**src/rtl/rm_violation_reporter.sv**
```systemverilog
// Turns rising edges on a lane's rule-result vector into {rule, timestamp} records,
// lowest index first, through a small FIFO; also keeps sticky status and a drop counter.
module rm_violation_reporter #(
    parameter int NUM_RULES  = 78,
    parameter int FIFO_DEPTH = 4,
    parameter int TS_W       = 16,
    parameter int CNT_W      = 8,
    parameter int IDX_W      = $clog2(NUM_RULES)
) (
    input  logic                 clk_i,
    input  logic                 rst_ni,
    input  logic [NUM_RULES-1:0] monitor_i,
    input  logic                 clear_i,
    output logic                 lane_reset_o,
    output logic                 evt_valid_o,
    input  logic                 evt_ready_i,
    output logic [IDX_W-1:0]     evt_rule_o,
    output logic [TS_W-1:0]      evt_ts_o,
    output logic [NUM_RULES-1:0] sticky_o,
    output logic [CNT_W-1:0]     drop_cnt_o,
    output logic                 fifo_full_o
);

    localparam int PTR_W = $clog2(FIFO_DEPTH);
    localparam int SUM_W = CNT_W + IDX_W + 1;

    logic [NUM_RULES-1:0] r_mon_q;
    logic [NUM_RULES-1:0] r_pending;
    logic [NUM_RULES-1:0] r_sticky;
    logic [CNT_W-1:0]     r_drop_cnt;
    logic [TS_W-1:0]      r_ts;
    logic [IDX_W-1:0]     r_fifo_rule [FIFO_DEPTH];
    logic [TS_W-1:0]      r_fifo_ts   [FIFO_DEPTH];
    logic [PTR_W-1:0]     r_wr_ptr;
    logic [PTR_W-1:0]     r_rd_ptr;
    logic [PTR_W:0]       r_count;
    logic                 r_lane_reset;

    logic [NUM_RULES-1:0] w_rise;
    logic [NUM_RULES-1:0] w_svc_onehot;
    logic [NUM_RULES-1:0] w_drop_bits;
    logic [IDX_W-1:0]     w_svc_idx;
    logic [IDX_W:0]       w_drop_num;
    logic [SUM_W-1:0]     w_drop_sum;
    logic [CNT_W-1:0]     w_drop_next;
    logic                 w_full;
    logic                 w_valid;
    logic                 w_pop;
    logic                 w_can_push;
    logic                 w_svc;

    // Handshake: a record transfers on any edge where evt_valid_o and evt_ready_i are both
    // high; evt_valid_o never depends on evt_ready_i and the head is stable until popped.
    assign w_rise     = monitor_i & ~r_mon_q;
    assign w_full     = (r_count == (PTR_W+1)'(FIFO_DEPTH));
    assign w_valid    = (r_count != '0);
    assign w_pop      = w_valid & evt_ready_i;
    assign w_can_push = ~w_full | w_pop;
    assign w_svc      = (|r_pending) & w_can_push;

    always_comb begin
        w_svc_idx    = '0;
        w_svc_onehot = '0;
        for (int i = NUM_RULES - 1; i >= 0; i--) begin
            if (r_pending[i]) w_svc_idx = IDX_W'(i);
        end
        if (w_svc) w_svc_onehot[w_svc_idx] = 1'b1;
    end

    // A second rise on a still-pending rule is lost, unless that rule leaves pending this edge.
    assign w_drop_bits = w_rise & r_pending & ~w_svc_onehot;

    always_comb begin
        w_drop_num = '0;
        for (int i = 0; i < NUM_RULES; i++) begin
            w_drop_num = w_drop_num + (IDX_W+1)'(w_drop_bits[i]);
        end
        w_drop_sum  = SUM_W'(r_drop_cnt) + SUM_W'(w_drop_num);
        w_drop_next = (w_drop_sum > SUM_W'({CNT_W{1'b1}})) ? {CNT_W{1'b1}}
                                                           : w_drop_sum[CNT_W-1:0];
    end

    always_ff @(posedge clk_i or negedge rst_ni) begin
        if (!rst_ni) begin
            r_mon_q      <= '0;
            r_pending    <= '0;
            r_sticky     <= '0;
            r_drop_cnt   <= '0;
            r_ts         <= '0;
            r_wr_ptr     <= '0;
            r_rd_ptr     <= '0;
            r_count      <= '0;
            r_lane_reset <= 1'b0;
        end else begin
            r_mon_q      <= monitor_i;
            r_ts         <= r_ts + TS_W'(1);
            r_lane_reset <= clear_i;
            if (clear_i) begin
                r_pending  <= '0;
                r_sticky   <= '0;
                r_drop_cnt <= '0;
                r_wr_ptr   <= '0;
                r_rd_ptr   <= '0;
                r_count    <= '0;
            end else begin
                r_pending  <= (r_pending & ~w_svc_onehot) | w_rise;
                r_sticky   <= r_sticky | w_rise;
                r_drop_cnt <= w_drop_next;
                if (w_svc) r_wr_ptr <= r_wr_ptr + PTR_W'(1);
                if (w_pop) r_rd_ptr <= r_rd_ptr + PTR_W'(1);
                case ({w_svc, w_pop})
                    2'b10:   r_count <= r_count + (PTR_W+1)'(1);
                    2'b01:   r_count <= r_count - (PTR_W+1)'(1);
                    default: r_count <= r_count;
                endcase
            end
        end
    end

    // Record storage needs no reset: the outputs are masked while the FIFO is empty.
    always_ff @(posedge clk_i) begin
        if (w_svc && !clear_i) begin
            r_fifo_rule[r_wr_ptr] <= w_svc_idx;
            r_fifo_ts[r_wr_ptr]   <= r_ts + TS_W'(1);
        end
    end

    assign evt_valid_o  = w_valid;
    assign evt_rule_o   = w_valid ? r_fifo_rule[r_rd_ptr] : '0;
    assign evt_ts_o     = w_valid ? r_fifo_ts[r_rd_ptr] : '0;
    assign sticky_o     = r_sticky;
    assign drop_cnt_o   = r_drop_cnt;
    assign fifo_full_o  = w_full;
    assign lane_reset_o = r_lane_reset;

endmodule
```
**config.mk**
```make
export PLATFORM = sky130hd
export DESIGN_NAME = rm_violation_reporter
export DESIGN_NICKNAME = d
export VERILOG_FILES = /design/src/rtl/rm_violation_reporter.sv
export SDC_FILE = /design/constraint.sdc
export NUM_CORES = 1
export LEC_CHECK = 0
export CAP_MARGIN = 20
export CORE_MARGIN = 4
export CORE_UTILIZATION = 50
export DETAILED_ROUTE_END_ITERATION = 16
export HOLD_SLACK_MARGIN = 0.06
export PLACE_DENSITY_LB_ADDON = 0.25
export SKIP_CTS_REPAIR_TIMING = 1
export SYNTH_ARGS = -nofsm -noshare
export SYNTH_HDL_FRONTEND = slang
export SYNTH_SLANG_ARGS = --single-unit
```
**constraint.sdc**
```tcl
create_clock -name clk_i -period 10.1 [get_ports clk_i]
set_input_delay 2.02 -clock clk_i [delete_from_list [all_inputs] [get_ports clk_i]]
set_output_delay 2.02 -clock clk_i [all_outputs]
set_load 0.05 [all_outputs]
```
# Yosys cells after proc, flatten, opt, wreduce, memory -nomap -nowiden
# Memories as Yosys holds them, arrays and structs flattened.
# Cells that the tools add are included.
dict set report op_classes {
  magnitude_cmp 3
  add_sub_neg 83
  mux 95
  bitwise_logic 12
  reduce_logical 8
  n_eq_ne 3
}
# cell n
set op_table {}
lappend op_table {{$add A8 B1 Y8} 70}
lappend op_table {{$mux W7} 79}
lappend op_table {{$and A78 B78 Y78} 4}
lappend op_table {{$mux W78} 3}
lappend op_table {{$not A78 Y78} 2}
lappend op_table {{$or A78 B78 Y78} 2}
lappend op_table {{$reduce_or A78 Y1} 1}
lappend op_table {{$add A16 B1 Y16 const B} 1}
lappend op_table {{$mux W16} 1}
lappend op_table {{$mux W8} 2}
lappend op_table {{$add A8 B8 Y9} 1}
lappend op_table {{$gt A9 B8 Y1 const B} 1}
lappend op_table {{$add A7 B1 Y8} 1}
lappend op_table {{$lt A7 B8 Y1 const B} 1}
lappend op_table {{$mux W2} 4}
lappend op_table {{$add A6 B1 Y7} 1}
lappend op_table {{$demux W1 S7} 1}
lappend op_table {{$ge A7 B1 Y1 const B} 1}
lappend op_table {{$add A5 B1 Y6} 1}
lappend op_table {{$pmux W3 S2} 1}
lappend op_table {{$reduce_bool A3 Y1} 2}
lappend op_table {{$add A4 B1 Y5} 1}
lappend op_table {{$add A2 B1 Y2 const B} 2}
lappend op_table {{$add A3 B1 Y4} 1}
lappend op_table {{15 further kinds} 20}
dict set report totals {
  reg_bits 266
  input_bits 82
  out_inout_bits 112
  ram_bits 92
  memories 2
}
# memory words word_bits rd rd_clocked_by_memory_dff write_ports line
set mem_list {}
lappend mem_list {r_fifo_ts 4 16 1 0 1 33} ;# logic [TS_W-1:0] r_fifo_ts [FIFO_DEPTH];
lappend mem_list {r_fifo_rule 4 7 1 0 1 32} ;# logic [IDX_W-1:0] r_fifo_rule [FIFO_DEPTH];

# Logic depth before layout (Yosys ltp)
# Gate-level depths: netlist of run 1.
dict set report logic_depth {
  depth_word 166
  depth_mapped 34
  depth_no_buf 33
}

# Least setup slack after synthesis of run 1
# OpenSTA, ideal clock, no wires.
dict set report synth_timing {
  kind {input to register}
  start {input port evt_ready_i}
  end {register r_drop_cnt[0] (netlist: drop_cnt_o[0])}
  arrival_ps 9115
  setup_slack_ps 844
  t_required_ps 9960
  n_path_buf 0
  path_stages 28
  setup_ps 140
  cell_sequence {or2_0 > and2_1 > nand2_1 > o31ai_1 > or2_2 > fa_1 > inv_1 > fa_1 > inv_1 > fa_1 > fa_1 > inv_1 > fa_1 > inv_1 > fa_1 > fa_1 > fa_1 > fa_1 > inv_1 > fa_1 > a21o_1 > a21oi_1 > nor2b_1 > o21a_1 > nor4_1 > nor2_1 > xnor2_1 > a21oi_1}
}
dict set report synth_via {
  elab_chain_len 87
}
# item line
set synth_lines {}
lappend synth_lines {{start, declared} 16} ;# input logic evt_ready_i,
lappend synth_lines {{$and A1 B1 Y1 (*)} 57} ;# assign w_pop = w_valid & evt_ready_i;
lappend synth_lines {{$or A1 B1 Y1 (*)} 58} ;# assign w_can_push = ~w_full | w_pop;
lappend synth_lines {{$and A1 B1 Y1 (*)} 59} ;# assign w_svc = (|r_pending) & w_can_push;
lappend synth_lines {{$mux W78 (*)} 67} ;# if (w_svc) w_svc_onehot[w_svc_idx] = 1'b1;
lappend synth_lines {{$not A78 Y78 (*)} 71} ;# assign w_drop_bits = w_rise & r_pending & ~w_svc_onehot;
lappend synth_lines {{$and A78 B78 Y78 (*)} 71}
lappend synth_lines {{$add A1 B1 Y2} 76} ;# w_drop_num = w_drop_num + (IDX_W+1)'(w_drop_bits[i]);
lappend synth_lines {{$add A2 B1 Y3} 76}
lappend synth_lines {{[3 not listed]} --}
lappend synth_lines {{$add A6 B1 Y7} 76}
lappend synth_lines {{$add A7 B1 Y8} 76}
lappend synth_lines {{$add A8 B1 Y8 (69 in series)} 76}
lappend synth_lines {{$add A8 B1 Y8 (*)} 76}
lappend synth_lines {{$add A8 B8 Y9 (*)} 78} ;# w_drop_sum = SUM_W'(r_drop_cnt) + SUM_W'(w_drop_num);
lappend synth_lines {{$gt A9 B8 Y1} 79} ;# w_drop_next = (w_drop_sum > SUM_W'({CNT_W{1'b1}})) ? {CNT_W{1'b1}}
lappend synth_lines {{$mux W8 (*)} 79}
lappend synth_lines {{$mux W8 (*)} 98} ;# if (clear_i) begin
lappend synth_lines {{end signal, assigned} 108} ;# r_drop_cnt <= w_drop_next;
lappend synth_lines {{end, declared} 30} ;# logic [CNT_W-1:0] r_drop_cnt;
# Mark *: on every way between the ends. The rest lies on a longest branch, timed or not.
# A chain may end at the register's enable or synchronous reset.

# Worst setup path after layout of run 1
dict set report layout_timing {
  start {register r_pending[74]}
  end {register r_drop_cnt[1] (netlist: drop_cnt_o[1])}
}
dict set report layout_via {
  elab_chain_len 163
}
# item line
set layout_lines {}
lappend layout_lines {{start, declared} 28} ;# logic [NUM_RULES-1:0] r_pending;
lappend layout_lines {{start signal, assigned} 106} ;# r_pending <= (r_pending & ~w_svc_onehot) | w_rise;
lappend layout_lines {{$mux W7 (75 in series)} 65} ;# if (r_pending[i]) w_svc_idx = IDX_W'(i);
lappend layout_lines {{$lt A7 B8 Y1 (not written as such) / $ge A7 B1 Y1 (equally long branches)} 67}
lappend layout_lines {{$logic_and A1 B1 Y1 (not written as such)} 67}
lappend layout_lines {{$mux W1 (not written as such)} 67}
lappend layout_lines {{$demux W1 S7} 67}
lappend layout_lines {{$mux W78} 67}
lappend layout_lines {{$not A78 Y78} 71}
lappend layout_lines {{$and A78 B78 Y78 (*)} 71}
lappend layout_lines {{[5 not listed]} --}
lappend layout_lines {{$add A6 B1 Y7} 76}
lappend layout_lines {{$add A7 B1 Y8} 76}
lappend layout_lines {{$add A8 B1 Y8 (69 in series)} 76}
lappend layout_lines {{$add A8 B1 Y8 (*)} 76}
lappend layout_lines {{$add A8 B8 Y9 (*)} 78}
lappend layout_lines {{$gt A9 B8 Y1} 79}
lappend layout_lines {{$mux W8 (*)} 79}
lappend layout_lines {{$mux W8 (*)} 98}
# Marked as above.

==> reports/qor.txt, run 1 <==
Synth warn: 0
CTS Sinks: 358
Drt pass-1 iters: 6
Number of global-route vias before repair: 13600
Clock-pin slew reported for the worst setup and hold paths after clock tree synthesis: 0.06 ns
PnR Total Power: 4810 uW
Highest fanout seen on the critical path: 8
First-pass GRT wire length: 79.2 mm
Effective utilization at floorplan: 50.6%
Leakage power: 0.00914 uW
Category of the most critical setup path: flop to flop
Antenna diodes: 0
Sum of net half-perimeters after detailed placement: 36.8 mm
Skew-Pair Late Insertion Delay: 0.53 ns
Number of violations reported at the end of detailed-routing iteration 0: 1164
Port buffer count: 193
Total Negative Setup Slacks: 0 ns
Startpoint kind of the worst setup timing path: flop
Post-synthesis to final-layout area growth: 24.3%
Clock period minus final worst setup slack: 9.70 ns
Wire length reported by the detailed router: 50.4 mm
CTS Buf Count: 39
Max stage delay cell, worst path: or4_1
Detailed-route via count: 13200
DRC violations left: 0
Number of top-level pins: 194
Number of enable-type register cells in the synthesized netlist: 92
CTS tree: built
Unrepaired setup endpoints after global routing: false
Data arrival time of the critical path: 10.07 ns
Final count of hold timing violations: 0
# rows: 68
Final net count: 2008
Post-detailed-route count of antenna-violating nets: 0
Number of filler cells placed in the layout: 2813
Library cell appearing most often on the critical path: fa_1
Floorplan die width: 195 um
CP Capture Type: flop
Fmax: 0.103 GHz
Combined global-route utilization of all metal layers: 26.6%
Max_cap viols: 0
Peak supply drop: 0.192 mV
Vertical die dimension: 195 um
Netlist Area Pre-Place: 17500 sq um
Total congestion overflow after global routing: 0
Routed vias/inst: 5.71
Share of layout cells above drive strength 1: 10.3%
Synthesized netlist net count: 1754
Worst slew pin tran: 0.912 ns
Area inside the core boundary: 34500 sq um
Placer congestion estimate: 0.986
Setup violation total in the final timing report: 0
Layout Skew: 0.0143 ns
Total power density per cell area: 221 nW/um^2
Total of flip-flops plus latches after synthesis: 358
Average size of a mapped cell: 11.1 sq um
Root buffer cell: clkbuf_16
Result of the run: finished clean
Sequential cell area fraction in the yosys report: 53.8%
Crit path largest cell delay: 0.61 ns
Tightest slew margin relative to the limit: 39.2%
Kind of path behind the tightest hold check: flop to flop
Ys async rst share: 74.3%
H-tree lvl count: 2
Largest net degree at the start of global routing: 159
Total Die Area: 38000 sq um
Distinct cells, synth: 72
Period utilization: 96.1%
Max Root-Sink Buffers: 3
Number of antenna violations at the first check in global routing: 1
Post-Syn Instances: 1570
Synth Flop Type: dfrtp_1
Routed wire per std cell: 21.8 um
Final slew viol count: 0
CP required: 10.47 ns
cell usage after synthesis, drive strengths merged, types with 19 or more instances:
cell type	number	area share, %
clkbuf	37	0.79
nand2b	19	0.68
ha	31	2.2
inv	121	2.6
mux4	23	3.0
nor2b	76	2.7
nor3	55	1.6
nand2	58	1.3
dfrtp	266	38
nor4	54	2.0
nor2	284	6.1
fa	71	8.1
and2	36	1.3
edfxtp	92	16
o211ai	39	1.7
o21ai	22	0.67
a21oi	75	2.1
a211oi	40	1.7
state kept, by name, summed over array words and instances, names as in the netlist:
| register | count |
|---|---|
| drop_cnt_o | 8 |
| sticky_o | 78 |
| r_ts | 16 |
| r_pending | 78 |
| r_fifo_rule | 28 |
| r_wr_ptr | 2 |
| r_fifo_ts | 64 |
| lane_reset_o | 1 |
| r_rd_ptr | 2 |
| r_mon_q | 78 |
| r_count | 3 |
kinds of logic (layout without fill, tap and decap cells):
family / after synthesis / count (layout) / synth area share, %
simple gates: 639 / 639 / 17.9
fa+ha+maj: 102 / 102 / 10.3
flops: 358 / 358 / 53.8
xor+xnor: 25 / 25 / 1.25
mux: 23 / 23 / 2.96
buf+inv: 176 / 458 / 3.99
compound gates: 247 / 247 / 9.73
cell usage in the layout, fill, tap and decap left out, types with 23 or more instances in the layout:
cell type        instances
dfrtp_1                266
nor2b_1                 76
nor4_1                  50
nand2_1                 56
ha_1                    31
clkdlybuf4s50_1        191
nor2_1                 282
o211ai_1                39
a21oi_1                 75
edfxtp_1                92
and2_1                  36
a211oi_1                40
inv_1                  120
buf_4                   72
nor3_1                  54
clkbuf_16               39
mux4_2                  23
fa_1                    71
routing by layer:
metal  part of all wire [%]  track usage, %
met1                     41            36.9
met2                     48            43.5
met3                    7.9            4.90
met4                    3.1            7.55
met5                  0.030               0
critical path, delay by kind of cell, from the launching register on:
kind                       cells  cell delay (ns)
DFF                            1             0.43
adders and majority gates     10             4.79
AOI/OAI and AO/OA              8             1.56
xor gates and xnor gates       1             0.16
and+or+nand+nor                7             1.94
buffers and inverters          7             0.67
layout make-up:
| type | count | area [sq um] | area share (%) |
|---|---|---|---|
| clock buffers | 48 | 1040 | 4.78 |
| well taps | 455 | 569 | 2.62 |
| inverters | 122 | 459 | 2.11 |
| flip-flops and latches | 358 | 9420 | 43.3 |
| multi-input cells | 1036 | 7390 | 34.0 |
| repair buffers | 267 | 2530 | 11.7 |
| clock inverters | 21 | 327 | 1.50 |
path summary, 6_finish.rpt:
check / startpoint / to / slack (ns) / cells after the start
hold reg to reg: sticky_o[55] / sticky_o[55] / 0.50 / 2
min in group asynchronous: rst_ni / sticky_o[50] / 1.52 / 1
setup reg to reg: r_pending[74] / drop_cnt_o[1] / 0.40 / 33
setup / recovery: r_pending[74] / drop_cnt_o[1] / 0.40 / 33
max in group asynchronous: rst_ni / drop_cnt_o[5] / 7.15 / 2
hold / removal: sticky_o[55] / sticky_o[55] / 0.50 / 2
per-stage QoR:
step                utilization, %  worst slack (ns)  hold WS [ns]  std cells  cell area [sq um]
floorplan                        -             0.844         0.478       1570              17500
global placement              58.9            0.0980         0.480       2237              20300
detailed placement            58.9           -0.0223         0.488       2238              20400
CTS                           62.9             0.277         0.504       2307              21700
global route                  62.9            0.0322         0.531       2307              21700
finish                        62.9             0.396         0.495       2307              21700
where the power goes:
| group | switching [uW] | total [uW] | internal (uW) | leakage, uW |
|---|---|---|---|---|
| sequential | 93.7 | 1690 | 1600 | 0.00422 |
| clock | 578 | 1520 | 940 | 0.000664 |
| combinational | 996 | 1600 | 601 | 0.00425 |
| total | 1670 | 4810 | 3140 | 0.00914 |
No activity file was read; power rests on OpenSTA's default activity.
==> inputs of run 2 (changes only) <==
--- a/config.mk
+++ b/config.mk
@@ -10,7 +10,7 @@
 export CORE_UTILIZATION = 50
 export DETAILED_ROUTE_END_ITERATION = 16
 export HOLD_SLACK_MARGIN = 0.06
-export PLACE_DENSITY_LB_ADDON = 0.25
+export PLACE_DENSITY = 0.76
 export SKIP_CTS_REPAIR_TIMING = 1
 export SYNTH_ARGS = -nofsm -noshare
 export SYNTH_HDL_FRONTEND = slang
==> run 2 against run 1 <==
Cell count is 0.30% lower. Power shrank 4.1%. Critical path depth is the same. Clock skew up 0.0026 ns. Die area unchanged.
==> reports/qor.txt, run 2 (synthesized netlist as in run 1, its figures left out) <==
Setup Slack @ Placement: -0.0364 ns (was -0.0223 ns)
Max Root-Sink Buffers: 3 (unchanged)
Routed vias/inst: 5.77 (was 5.71)
Root buffer cell: clkbuf_16 (unchanged)
Most common cell after layout, fill and taps aside: nor2_1 (unchanged)
Combined global-route utilization of all metal layers: 26.1% (was 26.6%)
Category of the most critical setup path: flop to flop (unchanged)
Post-detailed-route count of antenna-violating nets: 0 (unchanged)
Share of layout cells above drive strength 1: 9.81% (was 10.3%)
Reg2Reg Setup Slack: 0.34 ns (was 0.40 ns)
Detailed-route via count: 13300 (was 13200)
Leakage power: 0.00903 uW (was 0.00914 uW)
Largest net degree at the start of global routing: 158 (was 159)
Clock-pin slew reported for the worst setup and hold paths after clock tree synthesis: 0.07 ns (was 0.06 ns)
Total Negative Setup Slacks: 0 ns (unchanged)
Port buffer count: 193 (unchanged)
Skew-Pair Late Insertion Delay: 0.53 ns (about the same)
Placer congestion estimate: 1.03 (was 0.986)
Core occupancy in the finished layout: 62.3% (was 62.9%)
First-pass GRT wire length: 78.4 mm (was 79.2 mm)
Final count of hold timing violations: 0 (unchanged)
Most frequent cells in the layout: nor2_1, dfrtp_1, clkdlybuf4s50_1, inv_1, edfxtp_1 (unchanged)
Unrepaired setup endpoints after global routing: false (unchanged)
Area inside the core boundary: 34500 sq um (unchanged)
CP required: 10.47 ns (about the same)
PnR Total Power: 4610 uW (was 4810 uW)
Tightest slew margin relative to the limit: 39.2% (about the same)
# rows: 68 (unchanged)
Final worst setup slack: 0.340 ns (was 0.396 ns)
Final slew viol count: 0 (unchanged)
DRC violations left: 0 (unchanged)
Setup violation total in the final timing report: 0 (unchanged)
Floorplan die width: 195 um (unchanged)
CTS Buf Count: 38 (was 39)
Peak supply drop: 0.213 mV (was 0.192 mV)
Number of global-route vias before repair: 13700 (was 13600)
Wire length reported by the detailed router: 49.9 mm (was 50.4 mm)
Vertical die dimension: 195 um (unchanged)
Drt pass-1 iters: 7 (was 6)
H-tree lvl count: 2 (unchanged)
Number of violations reported at the end of detailed-routing iteration 0: 1320 (was 1164)
Total Die Area: 38000 sq um (unchanged)
Number of top-level pins: 194 (unchanged)
Kind of path behind the tightest hold check: flop to flop (unchanged)
Layout Skew: 0.0168 ns (was 0.0143 ns)
Data arrival time of the critical path: 10.13 ns (was 10.07 ns)
Highest fanout seen on the critical path: 11 (was 8)
Final net count: 2004 (was 2008)
Fmax: 0.102 GHz (was 0.103 GHz)
Startpoint kind of the worst setup timing path: flop (unchanged)
CTS tree: built (unchanged)
Max_cap viols: 0 (unchanged)
Total congestion overflow after global routing: 0 (unchanged)
Worst hold slack across all endpoints: 0.497 ns (was 0.495 ns)
Sum of net half-perimeters after detailed placement: 36.8 mm (about the same)
Number of filler cells placed in the layout: 2786 (was 2813)
Library cell appearing most often on the critical path: fa_1 (unchanged)
Post-synthesis to final-layout area growth: 23.1% (was 24.3%)
Total power density per cell area: 214 nW/um^2 (was 221 nW/um^2)
Effective utilization at floorplan: 50.6% (unchanged)
Antenna diodes: 0 (unchanged)
Routed wire per std cell: 21.7 um (was 21.8 um)
Crit path largest cell delay: 0.59 ns (was 0.61 ns)
Period utilization: 96.6% (was 96.1%)
Number of antenna violations at the first check in global routing: 0 (was 1)
Clock period minus final worst setup slack: 9.76 ns (was 9.70 ns)
Worst slew pin tran: 0.911 ns (was 0.912 ns)
CTS Sinks: 358 (unchanged)
Max stage delay cell, worst path: nor4_1 (was or4_1)
Result of the run: finished clean (unchanged)
CP Capture Type: flop (unchanged)
==> run 2: worst paths after layout <==
| check | from | end | depth (start not counted) |
|---|---|---|---|
| max | r_pending[42] | drop_cnt_o[3] | 33 |
| max in group asynchronous | rst_ni | r_mon_q[6] | 2 |
| min reg2reg | sticky_o[60] | sticky_o[60] | 2 |
| min in group asynchronous | rst_ni | r_mon_q[59] | 1 |
| max reg2reg | r_pending[42] | drop_cnt_o[3] | 33 |
| min | sticky_o[60] | sticky_o[60] | 2 |
==> run 2: power by group <==
part	switching, uW	internal, uW	total [uW]
clock network	564	763	1330
registers	85.0	1600	1680
logic	993	604	1600
total	1640	2970	4610
==> run 2: layout make-up <==
| cell class | count | area, sq um | area share [%] |
|---|---|---|---|
| multi-input combinational | 1036 | 7390 | 34.3 |
| timing repair buffer | 264 | 2510 | 11.7 |
| sequential | 358 | 9420 | 43.7 |
| clock inverter | 13 | 83.8 | 0.389 |
| tap | 455 | 569 | 2.64 |
| clock buffer | 52 | 1100 | 5.10 |
| inverter | 122 | 459 | 2.13 |
==> run 2: critical path, delay by kind of cell (launching register included) <==
kind | cells | cell delay (ns)
AOI/OAI and AO/OA | 8 | 1.50
DFF | 1 | 0.47
xor gates and xnor gates | 1 | 0.19
and+or+nand+nor | 7 | 1.83
buffers and inverters | 7 | 0.92
adders and majority gates | 10 | 4.67
==> run 2: layer usage <==
| metal | vias up | part of all wire (%) | track usage (%) |
|---|---|---|---|
| met2 | 654 | 48 | 41.9 |
| met5 | - | 0 | 0 |
| met4 | 0 | 4.2 | 9.65 |
| met1 | 6502 | 39 | 36.0 |
| met3 | 156 | 8.8 | 4.62 |
| li1 | 5956 | - | - |
==> run 2: through the flow <==
stage / instances / instance area (sq um)
floorplan: 1570 / 17500
global placement: 2234 / 20300
detailed placement: 2234 / 20300
CTS: 2299 / 21500
global route: 2300 / 21500
finish: 2300 / 21500
==> inputs of run 3 (changes only) <==
--- a/config.mk
+++ b/config.mk
@@ -15,3 +15,4 @@
 export SYNTH_ARGS = -nofsm -noshare
 export SYNTH_HDL_FRONTEND = slang
 export SYNTH_SLANG_ARGS = --single-unit
+export TNS_END_PERCENT = 1
==> results of run 3 <==
The final DEF is identical to that of run 2; final timing and power are the same.
